**src/rtl/counter_pkg.sv**
```systemverilog
// Shared constants for the up/down counter family: direction encodings
// and the wrap/saturate mode selectors.
package counter_pkg;

    localparam logic UP   = 1'b1;
    localparam logic DOWN = 1'b0;

    localparam int MODE_WRAP = 0;
    localparam int MODE_SAT  = 1;

endpackage : counter_pkg

```
**src/rtl/udc_tff_bit.sv**
```systemverilog
// One counter bit: a T flip-flop with asynchronous active-low reset and a
// synchronous override (load) path that takes priority over the toggle.
module udc_tff_bit
    import counter_pkg::*;
(
    input  logic clk,
    input  logic rst_n,
    input  logic i_tog,
    input  logic i_ld,
    input  logic i_d,
    output logic o_q
);

    logic r_q;

    // Bit state: override wins over toggle, otherwise hold.
    always_ff @(posedge clk or negedge rst_n) begin
        if (!rst_n) begin
            r_q <= 1'b0;
        end else if (i_ld) begin
            r_q <= i_d;
        end else if (i_tog) begin
            r_q <= ~r_q;
        end
    end

    assign o_q = r_q;

endmodule : udc_tff_bit

```
**src/rtl/sync_updown_counter.sv**
```systemverilog
// Parametrised synchronous up/down counter built from a T flip-flop chain.
// For a power-of-two modulus the toggle chain alone wraps naturally; for
// other moduli (and in saturate mode) an override path reloads the limit
// value. Optional sticky overflow/underflow flags are compiled in when the
// macro UDC_STATUS_EN is defined.
module sync_updown_counter
    import counter_pkg::*;
#(
    parameter int              WIDTH    = 4,
    parameter longint unsigned MODULUS  = 16,
    parameter int              SATURATE = 0
) (
    input  logic             clk,
    input  logic             rst_n,
    input  logic             en,
    input  logic             up_dn,
    input  logic             load,
    input  logic [WIDTH-1:0] load_val,
`ifdef UDC_STATUS_EN
    input  logic             clr_status,
    output logic             ovf,
    output logic             unf,
`endif
    output logic [WIDTH-1:0] q,
    output logic             tc,
    output logic             wrap
);

    localparam longint unsigned FULL_RANGE = 64'd1 << WIDTH;
    localparam logic [WIDTH-1:0] MAX_VAL   = WIDTH'(MODULUS - 64'd1);
    localparam bit IS_POW2 = (MODULUS == FULL_RANGE);
    localparam bit IS_SAT  = (SATURATE == MODE_SAT);

    generate
        if (WIDTH < 1 || WIDTH > 32) begin : g_bad_width
            $error("sync_updown_counter: WIDTH must be in 1..32");
        end
        if (MODULUS < 2 || MODULUS > FULL_RANGE) begin : g_bad_modulus
            $error("sync_updown_counter: MODULUS must be in 2..2**WIDTH");
        end
    endgenerate

    logic [WIDTH-1:0] w_q;
    logic [WIDTH-1:0] w_tog;
    logic [WIDTH-1:0] w_ovr_val;
    logic             w_ovr;
    logic             w_at_max;
    logic             w_at_zero;
    logic             w_at_limit;
    logic             w_load_clamp;
    logic             r_wrap;

    assign w_at_max     = (w_q == MAX_VAL);
    assign w_at_zero    = (w_q == '0);
    assign w_at_limit   = (up_dn == UP) ? w_at_max : w_at_zero;
    assign w_load_clamp = (load_val > MAX_VAL);

    // Terminal count ignores load so a cascaded stage sees a clean enable.
    assign tc = en & w_at_limit;

    // Override fires on load, or at a limit whenever the plain toggle chain
    // would produce the wrong value (non-power-of-two wrap, or saturation).
    assign w_ovr = load | (tc & (IS_SAT | ~IS_POW2));

    // Value forced into the bit cells when the override path is active.
    always_comb begin
        w_ovr_val = w_q;
        if (load) begin
            w_ovr_val = w_load_clamp ? MAX_VAL : load_val;
        end else if (IS_SAT) begin
            w_ovr_val = w_q;
        end else if (up_dn == UP) begin
            w_ovr_val = '0;
        end else begin
            w_ovr_val = MAX_VAL;
        end
    end

    genvar gi;
    generate
        for (gi = 0; gi < WIDTH; gi++) begin : g_bit
            // Bit gi toggles when every lower bit is at its carry/borrow value.
            if (gi == 0) begin : g_lsb
                assign w_tog[gi] = en;
            end else begin : g_upper
                assign w_tog[gi] = en & ((up_dn == UP) ? (&w_q[gi-1:0])
                                                       : (&(~w_q[gi-1:0])));
            end

            udc_tff_bit u_bit (
                .clk   (clk),
                .rst_n (rst_n),
                .i_tog (w_tog[gi]),
                .i_ld  (w_ovr),
                .i_d   (w_ovr_val[gi]),
                .o_q   (w_q[gi])
            );
        end
    endgenerate

    // Wrap pulse: one cycle after an enabled limit crossing in wrap mode.
    always_ff @(posedge clk or negedge rst_n) begin
        if (!rst_n) begin
            r_wrap <= 1'b0;
        end else begin
            r_wrap <= ~load & tc & ~IS_SAT;
        end
    end

`ifdef UDC_STATUS_EN
    logic r_ovf;
    logic r_unf;
    logic w_ovf_set;
    logic w_unf_set;

    assign w_ovf_set = ~load & en & (up_dn == UP)   & w_at_max;
    assign w_unf_set = ~load & en & (up_dn == DOWN) & w_at_zero;

    // Sticky status flags; a same-cycle set beats the clear.
    always_ff @(posedge clk or negedge rst_n) begin
        if (!rst_n) begin
            r_ovf <= 1'b0;
            r_unf <= 1'b0;
        end else begin
            r_ovf <= w_ovf_set | (r_ovf & ~clr_status);
            r_unf <= w_unf_set | (r_unf & ~clr_status);
        end
    end

    assign ovf = r_ovf;
    assign unf = r_unf;
`endif

    assign q    = w_q;
    assign wrap = r_wrap;

endmodule : sync_updown_counter

```
**config.mk**
```make
export PLATFORM = sky130hd
export DESIGN_NAME = sync_updown_counter
export DESIGN_NICKNAME = d
export VERILOG_FILES = /design/src/rtl/counter_pkg.sv /design/src/rtl/udc_tff_bit.sv /design/src/rtl/sync_updown_counter.sv
export SDC_FILE = /design/constraint.sdc
export NUM_CORES = 1
export LEC_CHECK = 0
export ABC_AREA = 1
export CORE_AREA = 2 2 39 41
export DETAILED_ROUTE_END_ITERATION = 8
export DIE_AREA = 0 0 41 43
export GPL_TIMING_DRIVEN = 0
export HOLD_SLACK_MARGIN = 0.15
export PLACE_DENSITY = 0.62
export SLEW_MARGIN = 20
export SYNTH_ARGS = -nofsm -noshare
export SYNTH_HDL_FRONTEND = slang
export SYNTH_HIERARCHICAL = 1
export SYNTH_SLANG_ARGS = --single-unit
```
**constraint.sdc**
```tcl
create_clock -name clk -period 2.85 [get_ports clk]
set_input_delay 0.285 -clock clk [delete_from_list [all_inputs] [get_ports clk]]
set_output_delay 0.285 -clock clk [all_outputs]
set_load 0.005 [all_outputs]
```
* Yosys cells after proc, flatten, opt, wreduce, memory -nomap -nowiden *
Cells that the tools add are included.

storage, ports and cells
  bits of input ports = 9
  output and inout port bits = 6
  logic and storage cells = 41
  register bits after elaboration = 5

cells by class
  order comparisons = 1
  equality and inequality tests = 1
  mux-type cells = 13
  reduce and logical (&&, ||, !) cells = 9
  bitwise gates (word level) = 12

operators by type and width
  operator                                    count
  1-bit 2-to-1 mux                            12
  2-bit nonzero test                          4
  3-bit AND reduction                         2
  1-bit bitwise AND                           5
  1-bit NOT                                   5
  4-bit == test (second input constant)       1
  4-bit > comparator (second input constant)  1
  4-bit zero test                             1
  4-bit 2-to-1 mux                            1
  2-bit AND reduction                         2
  3-bit NOT                                   1
  2-bit NOT                                   1

* Longest topological paths before layout *
  depth in word-level cells = 6
  gate-level depth with buffers = 8
  mapped depth without buffers = 8

* By module *
Netlist, hierarchy kept.

modules (own cells, without submodules)
  module               cells each  sequential area each (um^2)  area each (um^2)  times used
  udc_tff_bit          9           25.0                         57.6              4
  sync_updown_counter  32          25.0                         167.7             1

* Worst setup path after synthesis *
Ideal clock, no wire load.

  kind = reg-to-output
  start point = reg g_bit[0].u_bit.r_q
  end point = out tc
  arrival time = 852 ps
  slack = 1713 ps
  path buffers = 0
  stages on the path, launching flop included = 6
  required time = 2565 ps
  cells stage by stage = dfrtp_1 -> nor2_2 -> nand3_1 -> nand2_1 -> nand2_1 -> inv_1

between the ends
  word-level cells in the longest chain between the ends = 3
  elaborated cells on any way between the ends = 4
  classes of those cells = eq/ne (1); mux (1); bitwise (1); reduce/logical (1)

ends and longest elaborated chain
  element                                           RTL line                                              source
  start, declared                                   udc_tff_bit.sv:14                                     logic r_q;
  start signal, assigned                            udc_tff_bit.sv:21                                     r_q <= i_d;
  start signal, assigned                            udc_tff_bit.sv:23                                     r_q <= ~r_q;
  4-bit == test or 4-bit zero test (tied branches)  sync_updown_counter.sv:53, sync_updown_counter.sv:54
  1-bit 2-to-1 mux (*)                              sync_updown_counter.sv:55                             assign w_at_limit = (up_dn == UP) ? w_at_max : w_at_zero;
  1-bit bitwise AND (*)                             sync_updown_counter.sv:59                             assign tc = en & w_at_limit;
  end, declared                                     sync_updown_counter.sv:25                             output logic tc,

Every way passes the cells marked *; elsewhere a longest branch is shown, timed or not.

* Worst setup path in the final report *
  start point = in up_dn
  end point = out tc

between the ends
  word-level cells in the longest chain between the ends = 2

ends and longest elaborated chain
  element            RTL line                   source
  start, declared    sync_updown_counter.sv:16  input logic up_dn,
  1-bit 2-to-1 mux   sync_updown_counter.sv:55
  1-bit bitwise AND  sync_updown_counter.sv:59

No other way between the ends.

==> qor.csv <==
stage;metric;value;unit
setup_path;Setup CP Type;primary input to output port;
place;IO buf count;14;
setup_path;required time of the worst setup path;2.57;ns
setup_path;Bufs and invs on worst path;4;
clock_network;setup bufs post-CTS;0;
layout;area delta synth->final;46.86;%
layout;ant diodes;0;
detailed_routing;DRT Pass-1 Iters;4;
power_and_ir_drop;Power Total;0.0002586;W
detailed_routing;WL per Instance;8.343;µm
clock_network;CTS tree;yes;
clock_network;CTS Buf Count;3;
sta;RSZ-0062 raised after global routing;no;
power_and_ir_drop;Lkg Pwr;0.3102;nW
clock_network;CTS Buffer Depth;2;
synthesis;Post-Synthesis Cells;68;
global_route;vias in the first global route;366;
setup_path;critical path's largest stage delay;0.54;ns
global_route;antenna violations before repair;0;
detailed_routing;met1 wire length;416;µm
synthesis;largest area contributor in the netlist;dfrtp_1;
setup_path;CP max FO;7;
power_and_ir_drop;Sw Pwr;0.00007907;W
setup_path;Cell Chain, Critical Path;clkdlybuf4s50_1 > inv_2 > nand3_1 > nand2_1 > nand2_1 > inv_1 > clkdlybuf4s50_1;
layout;Fillers;160;
setup_path;Top Family by Delay on Critical Path;buffers and inverters;
synthesis;area share of the largest cell type after synthesis;31.45;%
synthesis;mux cell area share after synthesis;0;%
synthesis;sequential share of the synthesized area;31.45;%
sta;Hold Vio Cnt, Final;0;
layout;final net count;96;
detailed_routing;Top Metal Used;met4;
detailed_routing;vias;428;
clock_network;Clock Sinks;5;
synthesis;synthesized area;397.9;µm²
floorplanning;Die W;41;µm
synthesis;Synth Area in Simple Gates;44.97;%
job;number of max-cap violations;0;
detailed_routing;Via density;4.196;
power_and_ir_drop;Clk pwr share;30.0;%
clock_network;CTS root buffer;clkbuf_4;
detailed_routing;final wirelength;851;µm
sta;final setup TNS;0;ns
global_route;gr usage total;12.55;%
layout;layout cells sized above 1;9.302;%
global_route;grt ovf;0;
power_and_ir_drop;worst vdd ir;0.1988;mV
power_and_ir_drop;Pwr Density;442.6;mW/mm²
synthesis;main area contributors after synthesis;dfrtp_1 31%, nand2_1 28%, inv_1 10%;
synthesis;Synth cell types;13;
sta;Max Freq;497.8;MHz
detailed_routing;metal2 WL;383;µm
synthesis;#FFs+latches synth;5;
sta;measured slew at the worst slew-check pin;0.5479;ns
detailed_routing;number of routed nets with antenna violations;0;
power_and_ir_drop;switching share of power;30.57;%
sta;fin. max-slew vios;0;
clock_network;H-Tree Depth;1;
floorplanning;die height;43;µm
place;Placer Congestion;0.6848;
detailed_routing;Post-route DRC;0;
sta;final period utilization;70.48;%
setup_path;Worst setup SP type;primary input;
global_route;largest net degree at the start of global routing;19;
outcome;outcome;completed;
min_path;worst hold path type;primary input to asynchronous set/reset pin;
floorplanning;Initial Utilization;28.75;%
synthesis;Ys Warns;6;
setup_path;CP Capture Type;output port;
synthesis;xor/xnor cell area share of the yosys netlist;0;%
place;Final HPWL DP;667.9;µm
sta;Final setup viols;0;
power_and_ir_drop;internal power;0.0001795;W
global_route;global-route wire length before repair;1.428;mm
synthesis;Compound-Gate Fraction of Synth Area;12.26;%
setup_path;crit path max-delay cell type;clkdlybuf4s50_1;
sta;min Tclk post-route;2.009;ns
power_and_ir_drop;share of power burned in registers;38.0;%
detailed_routing;1st-iter DRT viols;6;
floorplanning;I/O pins;15;
synthesis;average cell area after synthesis;5.851;µm²
clock_network;clk_lat worst skew;0.23;ns
floorplanning;core area;0.001384;mm²
clock_network;clk slew on worst S/H paths;0.04;ns
clock_network;CTS Hold Bufs;0;
detailed_routing;total length of routed met3 wires;42;µm
clock_network;post-CTS sizing;0;
synthesis;Syn Nets;77;
sta;Setup Skew;0.0001843;ns
synthesis;post-synthesis adder-cell area fraction;0;%
power_and_ir_drop;Combinational Power Share;32.0;%
synthesis;combinational family with the most area after synthesis;simple AND/OR/NAND/NOR gates;
setup_path;critical path arrival;1.72;ns
sta;relative slew slack;63.36;%
floorplanning;die footprint;0.001763;mm²
floorplanning;Row Count;14;
## Yosys cell counts (all sizes together)
cell type  count
inv           12
nor2           4
nand2         30
dfrtp          5
or2            1
o21ai          5
a21oi          4
nand3          7
## sequential cells by signal, summed over array words and instances, names as in the netlist
signal           flops
wrap                 1
g_bit.u_bit/o_q      4
## stage by stage
stage	utilization (%)	std cells	setup slack [ns]	hold slack [ns]	area, µm²
floorplan	-	68	1.713	-0.01059	397.9
global placement	40.33	98	0.8434	0.5166	558.0
detailed placement	40.33	98	0.8336	0.5166	558.0
CTS	42.22	102	0.8351	0.2609	584.3
global route	42.22	102	0.7139	0.2670	584.3
finish	42.22	102	0.8413	0.2661	584.3
## routing by layer
metal | vias to the layer above | GRT usage (%)
met5 | - | 0
met4 | 0 | 12.00
met3 | 2 | 3.665
met2 | 7 | 16.56
met1 | 174 | 15.18
li1 | 245 | -
## final timing paths
path,from,end,slack [ns],cells after the start
max in group asynchronous,rst_n,g_bit[1].u_bit/o_q,2.40,1
min reg2reg,g_bit[3].u_bit/o_q,g_bit[3].u_bit/o_q,0.59,2
max,up_dn,tc,0.84,7
min,rst_n,wrap,0.27,1
min in group clk,g_bit[3].u_bit/o_q,g_bit[3].u_bit/o_q,0.59,2
max reg2reg,g_bit[0].u_bit/o_q,g_bit[2].u_bit/o_q,1.71,6
## cell usage in the layout, fill, tap and decap left out
cell type         n
nor2_2            2
nand3_1           6
dfrtp_1           5
nand2_1          30
clkbuf_1          1
clkbuf_4          3
clkdlybuf4s50_1  14
or2_1             1
nor2_1            2
inv_1            11
a21oi_1           3
nand3_2           1
inv_2             1
o21ai_1           4
o21ai_0           1
a21oi_2           1
## power by group through the flow
stage	Sequential [W]	Clock, W	Combinational, W
after detailed placement	0.0000989	0	0.0000835
after global routing	0.0000998	0.0000905	0.0000944
after global placement	0.0000988	0	0.0000831
after CTS	0.0000979	0.0000834	0.0000839
after floorplan	0.0000974	0	0.0000389
final	0.0000983	0.0000776	0.0000827
## layout make-up
| cell class | instances | area, µm² | share of cell area [%] |
|---|---|---|---|
| Clock buffer | 4 | 26.28 | 4.497 |
| Inverter | 12 | 45.04 | 7.709 |
| Multi-Input combinational cell | 51 | 227.7 | 38.97 |
| Sequential cell | 5 | 125.1 | 21.41 |
| Tap cell | 16 | 20.02 | 3.426 |
| Timing Repair Buffer | 14 | 140.1 | 23.98 |
## cells by family after synthesis
| logic type | count (synthesis) |
|---|---|
| buffers and inverters | 12 |
| DFF | 5 |
| and+or+nand+nor | 42 |
| AOI/OAI and AO/OA | 9 |
(Power assumes the default switching activity.)
